File: src/rtl/multdiv_ctrl.sv
// multdiv_ctrl: iterative multiply/divide unit that sits beside the ALU in X.
// A mult/div in D/X is captured (and flushed from the pipe), computed over
// ITERS cycles, and presented for one cycle to the writeback mux.
//
// Ports:
//   clock, reset             rising-edge clock, async active-high reset
//   dx_ir_in                 D/X instruction: opcode [31:27], rd [26:22], ALU op [6:2]
//   dx_data_a, dx_data_b     bypassed rs / rt operands
//   dx_flush                 replace D/X instruction with nop at next edge
//   multdiv_is_running       operation in progress
//   multdiv_result_ready     one-cycle pulse qualifying the result outputs
//   multdiv_result           signed 32-bit result
//   multdiv_rd               destination register of the completed op
//   multdiv_exception        mult overflow or divide-by-zero
//   multdiv_is_div           completed op was a div
module multdiv_ctrl #(
    parameter logic [4:0] MULT_ALUOP = 5'b00110,
    parameter logic [4:0] DIV_ALUOP  = 5'b00111,
    parameter int         ITERS      = 32
) (
    input  logic        clock,
    input  logic        reset,
    input  logic [31:0] dx_ir_in,
    input  logic [31:0] dx_data_a,
    input  logic [31:0] dx_data_b,
    output logic        dx_flush,
    output logic        multdiv_is_running,
    output logic        multdiv_result_ready,
    output logic [31:0] multdiv_result,
    output logic [4:0]  multdiv_rd,
    output logic        multdiv_exception,
    output logic        multdiv_is_div
);

    localparam logic [1:0] S_IDLE = 2'd0;
    localparam logic [1:0] S_RUN  = 2'd1;
    localparam logic [1:0] S_DONE = 2'd2;

    logic [1:0]  r_state, w_next;
    logic [5:0]  r_cnt;
    logic        r_is_div_op, r_neg;
    logic [4:0]  r_rd_op;
    // Mult: r_acc = running product, r_a = shifted multiplicand, r_b = multiplier.
    // Div:  r_acc = {remainder, dividend/quotient}, r_b = divisor.
    logic [63:0] r_acc, r_a;
    logic [31:0] r_b;
    logic [31:0] r_result;
    logic [4:0]  r_rd;
    logic        r_exc, r_is_div;

    logic        w_start, w_is_div_in, w_last, w_div_zero, w_mult_ovf;
    logic [31:0] w_mag_a, w_mag_b, w_quo;
    logic [63:0] w_sh, w_sum, w_acc_next, w_a_next, w_prod;
    logic [31:0] w_b_next;
    logic        w_unused_ir;

    assign w_unused_ir = &{dx_ir_in[21:7], dx_ir_in[1:0]};

    assign w_start     = (dx_ir_in[31:27] == 5'd0) &&
                         ((dx_ir_in[6:2] == MULT_ALUOP) || (dx_ir_in[6:2] == DIV_ALUOP));
    assign w_is_div_in = (dx_ir_in[6:2] == DIV_ALUOP);
    assign w_last      = (r_cnt == 6'(ITERS - 1));

    // -0x80000000 wraps back to 0x80000000, which is the correct unsigned magnitude.
    assign w_mag_a = dx_data_a[31] ? -dx_data_a : dx_data_a;
    assign w_mag_b = dx_data_b[31] ? -dx_data_b : dx_data_b;

    // ---------------- FSM: state register ----------------
    always_ff @(posedge clock or posedge reset) begin
        if (reset) r_state <= S_IDLE;
        else       r_state <= w_next;
    end

    // ---------------- FSM: next state ----------------
    always_comb begin
        w_next = r_state;
        case (r_state)
            S_IDLE:  if (w_start) w_next = S_RUN;
            S_RUN:   if (w_last)  w_next = S_DONE;
            S_DONE:  w_next = S_IDLE;
            default: w_next = S_IDLE;
        endcase
    end

    // ---------------- FSM: outputs ----------------
    always_comb begin
        dx_flush             = 1'b0;
        multdiv_is_running   = 1'b0;
        multdiv_result_ready = 1'b0;
        case (r_state)
            // Gated by reset so every output reads 0 while reset is held.
            S_IDLE:  dx_flush = w_start & ~reset;
            S_RUN:   multdiv_is_running = 1'b1;
            S_DONE:  multdiv_result_ready = 1'b1;
            default: ;
        endcase
    end

    // ---------------- one iteration of shift-add / restoring divide ----------------
    assign w_sh  = {r_acc[62:0], 1'b0};
    assign w_sum = r_acc + r_a;

    always_comb begin
        w_acc_next = r_acc;
        w_a_next   = r_a;
        w_b_next   = r_b;
        if (r_is_div_op) begin
            // Remainder stays below the divisor, so the shifted remainder fits 32 bits.
            if (w_sh[63:32] >= r_b) w_acc_next = {w_sh[63:32] - r_b, w_sh[31:1], 1'b1};
            else                    w_acc_next = w_sh;
        end else begin
            if (r_b[0]) w_acc_next = w_sum;
            w_a_next = {r_a[62:0], 1'b0};
            w_b_next = {1'b0, r_b[31:1]};
        end
    end

    // Final values derived from the last iteration so they land in the DONE cycle.
    assign w_prod     = r_neg ? -w_acc_next : w_acc_next;
    assign w_quo      = r_neg ? -w_acc_next[31:0] : w_acc_next[31:0];
    assign w_mult_ovf = (w_prod[63:32] != {32{w_prod[31]}});
    assign w_div_zero = (r_b == 32'd0);

    always_ff @(posedge clock or posedge reset) begin
        if (reset) begin
            r_cnt       <= '0;
            r_is_div_op <= 1'b0;
            r_neg       <= 1'b0;
            r_rd_op     <= '0;
            r_acc       <= '0;
            r_a         <= '0;
            r_b         <= '0;
            r_result    <= '0;
            r_rd        <= '0;
            r_exc       <= 1'b0;
            r_is_div    <= 1'b0;
        end else begin
            case (r_state)
                S_IDLE: if (w_start) begin
                    r_a         <= {32'd0, w_mag_a};
                    r_b         <= w_mag_b;
                    r_acc       <= w_is_div_in ? {32'd0, w_mag_a} : 64'd0;
                    r_neg       <= dx_data_a[31] ^ dx_data_b[31];
                    r_rd_op     <= dx_ir_in[26:22];
                    r_is_div_op <= w_is_div_in;
                    r_cnt       <= '0;
                end
                S_RUN: begin
                    r_acc <= w_acc_next;
                    r_a   <= w_a_next;
                    r_b   <= w_b_next;
                    r_cnt <= r_cnt + 6'd1;
                    if (w_last) begin
                        r_result <= r_is_div_op ? (w_div_zero ? 32'd0 : w_quo) : w_prod[31:0];
                        r_exc    <= r_is_div_op ? w_div_zero : w_mult_ovf;
                        r_rd     <= r_rd_op;
                        r_is_div <= r_is_div_op;
                    end
                end
                default: ;
            endcase
        end
    end

    assign multdiv_result    = r_result;
    assign multdiv_rd        = r_rd;
    assign multdiv_exception = r_exc;
    assign multdiv_is_div    = r_is_div;

endmodule

File: config.mk
export PLATFORM = sky130hd
export DESIGN_NAME = multdiv_ctrl
export DESIGN_NICKNAME = d
export VERILOG_FILES = /design/src/rtl/multdiv_ctrl.sv
export SDC_FILE = /design/constraint.sdc
export NUM_CORES = 1
export LEC_CHECK = 0
export CAP_MARGIN = 20
export CORE_MARGIN = 2
export CORE_UTILIZATION = 60
export CTS_CLUSTER_SIZE = 24
export DETAILED_ROUTE_END_ITERATION = 12
export PLACE_DENSITY = 0.81
export SYNTH_ARGS = -nofsm -noshare
export SYNTH_HDL_FRONTEND = slang
export SYNTH_SLANG_ARGS = --single-unit
File: constraint.sdc
create_clock -name clock -period 9 [get_ports clock]
set_input_delay 1.8 -clock clock [delete_from_list [all_inputs] [get_ports clock]]
set_output_delay 1.8 -clock clock [all_outputs]
set_load 0.02 [all_outputs]
==> results of run 1 <==
==> layer usage <==
metal  vias up  GRT usage (%)  routed length (µm)
li1      10021              -                   -
met3       158           15.2               11400
met1     10625           60.5               31900
met5         -              0                   0
met2      1461           61.4               31400
met4         0           11.2                2010
==> registers in the layout, summed over array words and instances (netlist names), 2 cells and up <==
| register | count |
|---|---|
| r_rd_op | 5 |
| multdiv_result | 32 |
| r_cnt | 6 |
| r_b | 32 |
| r_acc | 64 |
| r_a | 64 |
| r_state | 2 |
| multdiv_rd | 5 |
==> worst max-delay path, stage by stage (launching register included) <==
cell	delay (ns)
dfrtp_1	0.39
ha_1	0.20
inv_1	0.06
fa_1	0.40
nor2b_1	0.23
o21a_1	0.53
o211ai_1	0.32
and3_1	0.30
a211oi_1	0.67
o2111ai_1	0.39
a211oi_1	0.56
nand2_1	0.29
or2_0	0.45
o21ai_1	0.22
xor2_1	0.11
or4_1	0.57
or4_1	0.58
or4_1	0.54
o31a_1	0.26
o31a_1	0.29
==> worst min path at each step <==
stage               depth (start not counted)             to  slack (ns)
detailed placement                          2     r_rd_op[3]        0.46
global route                                2  multdiv_rd[4]        0.49
global placement                            2     r_rd_op[2]        0.45
floorplan                                   2  multdiv_rd[0]        0.44
CTS                                         2  multdiv_rd[4]        0.46
finish                                      2  multdiv_rd[4]        0.47
==> cell families (layout without fill, tap and decap cells) <==
logic type,after synthesis,in the layout,share of synthesized area (%)
AO/OA/AOI/OAI,928,928,29.5
XOR/XNOR,167,167,7.22
adder cells (fa/ha/maj),101,101,6.31
buffers and inverters,256,294,4.95
flip-flops,214,214,26.4
multiplexers,30,30,1.53
AND/OR/NAND/NOR,1017,1017,24.1
==> cell type report <==
type / count / area share (%)
Inverter: 85 / 1.44
Multi-Input combinational cell: 2243 / 61.3
Tap cell: 448 / 2.46
Clock buffer: 32 / 3.23
Clock inverter: 16 / 1.24
Timing Repair Buffer: 161 / 6.77
Sequential cell: 214 / 23.5
==> power by group <==
part	switching [mW]	internal, mW
logic	3.30	1.83
registers	0.325	1.17
clock network	0.477	0.784
==> Yosys cell counts, drive strengths merged, types with 10 or more instances <==
master	number	area share, %
a211o	15	0.65
a211oi	56	2.1
a21o	34	1.3
a21oi	219	5.4
a22o	13	0.56
a22oi	15	0.56
a31oi	25	0.88
and2	19	0.60
and3	25	0.77
buf	34	0.83
clkbuf	137	2.5
dfrtp	214	26
ha	99	6.1
inv	83	1.5
mux2i	22	1.1
nand2	401	7.5
nand2b	25	0.77
nand3	86	2.2
nand4	55	1.7
nor2	204	3.8
nor2b	11	0.34
nor3	53	1.3
nor4	33	1.0
o211ai	49	1.8
o21a	16	0.59
o21ai	307	7.6
o21bai	11	0.41
o22ai	10	0.31
o31ai	35	1.3
o41ai	12	0.65
or2	19	0.59
or3	27	0.89
or4	12	0.46
xnor2	72	3.1
xor2	95	4.1
==> cell usage in the layout, fill, tap and decap left out, types with 34 or more instances in the layout <==
cell type,count
dfrtp_1,213
nand3_1,83
ha_1,99
o211ai_1,49
buf_4,37
nor2_1,202
a211oi_1,53
nor3_1,52
o31ai_1,34
inv_1,81
nand4_1,55
xnor2_1,72
a21oi_1,217
nand2_1,399
o21ai_0,295
xor2_1,95
clkdlybuf4s50_1,122
==> per-stage QoR <==
| step | area (µm²) | util, % | cells | worst slack [ns] | power, mW |
|---|---|---|---|---|---|
| after floorplan | 20300 | - | 2713 | 1.35 | 4.79 |
| after global placement | 21700 | 65.0 | 3147 | 1.95 | 6.21 |
| after detailed placement | 21700 | 65.0 | 3148 | 1.84 | 6.34 |
| after CTS | 22700 | 68.1 | 3196 | 1.86 | 7.63 |
| after global routing | 22800 | 68.2 | 3199 | 1.33 | 8.30 |
| final | 22800 | 68.2 | 3199 | 1.55 | 7.88 |
==> impl_metrics.ini, run 1 <==
[logic_synthesis]
syn-num-nets = 2912
synthesis.area_um2 = 20300
avgSynthCellArea_um2 = 7.47
synth_cell_types = 109
synth_edf_count = 0
yosysWarnings = 0
synthArstFlopShare_pct = 100
seq_area_frac_synth_pct = 26.4
synth-main-ff-cell = dfrtp_1
ys_ff_latch = 214
postSynthCellCount = 2713

[sta]
period_share_pct = 82.8
setup_viol_count_final = 0
holdWs_ns = 0.474
rsz0062_at_grt = false
fmax_mhz = 134
finClkSkew_ns = 0.0311
hold_violations = 0
max_slew.worst_pin.slew_ns = 1.26
relSlewSlack_pct = 16.0
tns_ns = 0
slew_viol_final = 0
period_minus_slack_ns = 7.45

[placed_design]
numPortBuffers = 122
dp_hpwl_um = 57500
place_congestion = 1.06

[critical_path]
start_kind = register
reg2reg_from = r_acc[0]
r2r-end = multdiv_exception
crit_required_ns = 9.47
critPathCapture = multdiv_exception
endpoint_kind = register
critPathKind = register to register
cp_max_fo = 10
cp.arrival_ns = 7.92
reg2reg_setup_slack_ns = 1.55
startpoint = r_acc[0]
rr_worst_depth = 19

[layout]
area_delta_synth_final_pct = 12.3
multi_input_area_um2 = 14000
nFillCells = 2773
nets = 2931
n_antenna_cell = 0
drive_above_1_share_pct = 6.00
seq_area_um2 = 5360

[power_and_ir_drop]
p_per_area_nw_per_um2 = 346
irDropWorstVdd_v = 0.000202
leakagePower_nw = 9.44

[min_path]
min-delay-start = r_rd_op[4]
min_path_type = register to register

[floorplanning]
ios = 140
dieWidth_um = 188
row_count = 67
core_um2 = 33400
dieArea_um2 = 35300
initial_core_util_pct = 60.7
die_h_um = 188

[clock_network]
post_cts_buffers = 0
clockRootBuffer = clkbuf_16
cts_made_buffers = 27
clkLatencyLatePin_ns = 0.58
cts.sinks = 214
cts.path.max_buffers = 3
h-tree-depth = 1
cts_tree = built
cts_resized = 0
cts-hold-fix-buffers = 0
cts.clk_slew.worst_paths_ns = 0.07

[status]
outcome = finished clean

[drt]
via_per_inst = 6.96
vias = 22265
drt_pass1_iterations = 6
avgRoutedWirePerCell_um = 24.0
drcViolationCount = 0
routed_wl_um = 76700
drtIter0Drc = 2797
ant_nets = 0

[global_routing]
grt_pass1_vias = 20675
grt_pass1_wl_um = 118000
antenna_found_initial = 0
grt_max_degree = 89
grt_overflow = 0
grtUsageTotal_pct = 42.6

[run]
drv_cap = 0
Note: power is estimated with default switching activity, not from simulation.
==> inputs of run 2 (changes only) <==
==> constraint.sdc (replaced) <==
create_clock -name clock -period 7.35 [get_ports clock]
set_input_delay 1.47 -clock clock [delete_from_list [all_inputs] [get_ports clock]]
set_output_delay 1.47 -clock clock [all_outputs]
set_load 0.02 [all_outputs]
==> run 2 against run 1 <==
Setup slack worse by 1.3 ns. Clock power is 14% higher. Combinational power is 26% higher. Critical path depth is 2 higher. Cell count is 0.56% higher. Routed wire length is 0.30% lower. Fmax is 4.9% higher. Die area stayed put. Global-route usage hardly changed.
==> impl_metrics.ini, run 2 (synthesized netlist as in run 1, its figures left out) <==
[status]
outcome = finished clean

[sta]
holdWs_ns = 0.480
setup_ws_ns = 0.247
relSlewSlack_pct = 30.6
fmax_mhz = 141
period_minus_slack_ns = 7.10
max_slew.worst_pin.slew_ns = 1.01
tns_ns = 0
hold_violations = 0
period_share_pct = 96.6
finClkSkew_ns = 0.00965
slew_viol_final = 0
setup_viol_count_final = 0

[layout]
nets = 2948
top_regs = r_a x64, r_acc x64
fin_util_pct = 68.4
area_delta_synth_final_pct = 12.6
mostFrequentLayoutCells = 399 x nand2_1, 295 x o21ai_0, 216 x a21oi_1, 213 x dfrtp_1, 202 x nor2_1
drive_above_1_share_pct = 6.57
layout_commonest_cell = nand2_1
n_antenna_cell = 0

[power_and_ir_drop]
p_per_area_nw_per_um2 = 425
irDropWorstVdd_v = 0.000312
power.total_mw = 9.71
leakagePower_nw = 9.49

[critical_path]
cp.arrival_ns = 7.54
critPathKind = register to register
start_kind = register
crit_required_ns = 7.79
path_cells = ha_1, and2_1, a32o_1, a221oi_4, a21oi_1, o41ai_4, buf_4, ha_1, and2_1, nand4b_1, nand4b_1, and4b_1, nand4_1, or4b_1, o31ai_1, xnor2_1, nand4_1, or4_1, or4_1, o31a_1, o31a_1
endpoint_kind = register
slowest_delay_ns = 0.71
cp_max_fo = 8
slowest_stage = or4b_1

[floorplanning]
core_um2 = 33400
dieWidth_um = 188
row_count = 67
initial_core_util_pct = 60.7
dieArea_um2 = 35300
ios = 140
die_h_um = 188

[drt]
vias = 22289
routed_wl_um = 76500
avgRoutedWirePerCell_um = 23.8
drt_pass1_iterations = 6
drcViolationCount = 0
drtIter0Drc = 2754
via_per_inst = 6.93
ant_nets = 0

[global_routing]
use_met2_pct = 59.5
grt_pass1_wl_um = 118000
grt_overflow = 0
grt_max_degree = 118
antenna_found_initial = 1
grt_pass1_vias = 20596
gr-usage-met3_pct = 16.2
grtUsageTotal_pct = 42.6
grt_busiest_layer = met1
met1_usage_pct = 61.0

[placed_design]
place_congestion = 1.07
dp_hpwl_um = 58000
place_ws_ns = 0.392
numPortBuffers = 122

[clock_network]
cts_made_buffers = 26
cts.clk_slew.worst_paths_ns = 0.06
cts-hold-fix-buffers = 0
h-tree-depth = 1
cts_tree = built
cts.path.max_buffers = 3
clockRootBuffer = clkbuf_16
cts.sinks = 214
clkLatencyLatePin_ns = 0.56

[run]
drv_cap = 0

[min_path]
min_path_type = register to register
==> run 2: changes by cell type in the layout (fill, tap and decap cells not counted), moves of 2 or more <==
cell	delta
clkinvlp_4	+2
bufinv_16	-2
clkinv_2	+2
clkinv_4	-2
buf_4	+16
clkbuf_1	+2
==> run 2: worst max-delay path: cells and delay by family (launching register included) <==
kind                       cells  cell delay (ns)
and+or+nand+nor               10             3.23
AOI/OAI and AO/OA              7             2.18
adders and majority gates      2             0.64
DFF                            1             0.51
buffers and inverters          1             0.21
xor gates and xnor gates       1             0.19
==> run 2: per-stage QoR <==
stage / area, µm² / cells
final: 22800 / 3217
after detailed placement: 21800 / 3163
after floorplan: 20300 / 2713
after global routing: 22800 / 3217
after global placement: 21800 / 3163
after CTS: 22800 / 3211
==> run 2: worst paths after layout <==
| kind | from | to | slack (ns) | cells after the start |
|---|---|---|---|---|
| setup reg to reg | r_acc[42] | multdiv_exception | 0.25 | 21 |
| min in group asynchronous | reset | r_a[63] | 1.52 | 2 |
| hold / removal | r_rd_op[1] | r_rd_op[1] | 0.48 | 2 |
| hold reg to reg | r_rd_op[1] | r_rd_op[1] | 0.48 | 2 |
| max in group asynchronous | reset | r_acc[18] | 4.60 | 3 |
| setup / recovery | r_acc[42] | multdiv_exception | 0.25 | 21 |
==> run 2: layout make-up <==
type / count / area [µm²]
tap: 448 / 561
clock inverter: 15 / 218
clock buffer: 33 / 738
fill: 2844 / 10500
inverter: 85 / 327
multi-input combinational: 2243 / 14000
timing repair buffer: 179 / 1660
sequential: 214 / 5360
==> run 2: where the power goes <==
group	switching (mW)	internal, mW	leakage (nW)
logic	4.14	2.32	6.46
registers	0.377	1.43	2.57
clock network	0.552	0.886	0.459
total	5.07	4.64	9.49
==> run 2: per-layer routing <==
layer	part of all wire [%]	wire length [µm]
met1	42	31900
met2	40	30300
met3	15	11800
met4	3.1	2360
met5	0.13	96
==> run 2: repair_timing <==
item	CTS	global route
endpoints found under the setup margin	0	1
buffers inserted	0	1
resized for setup	0	1
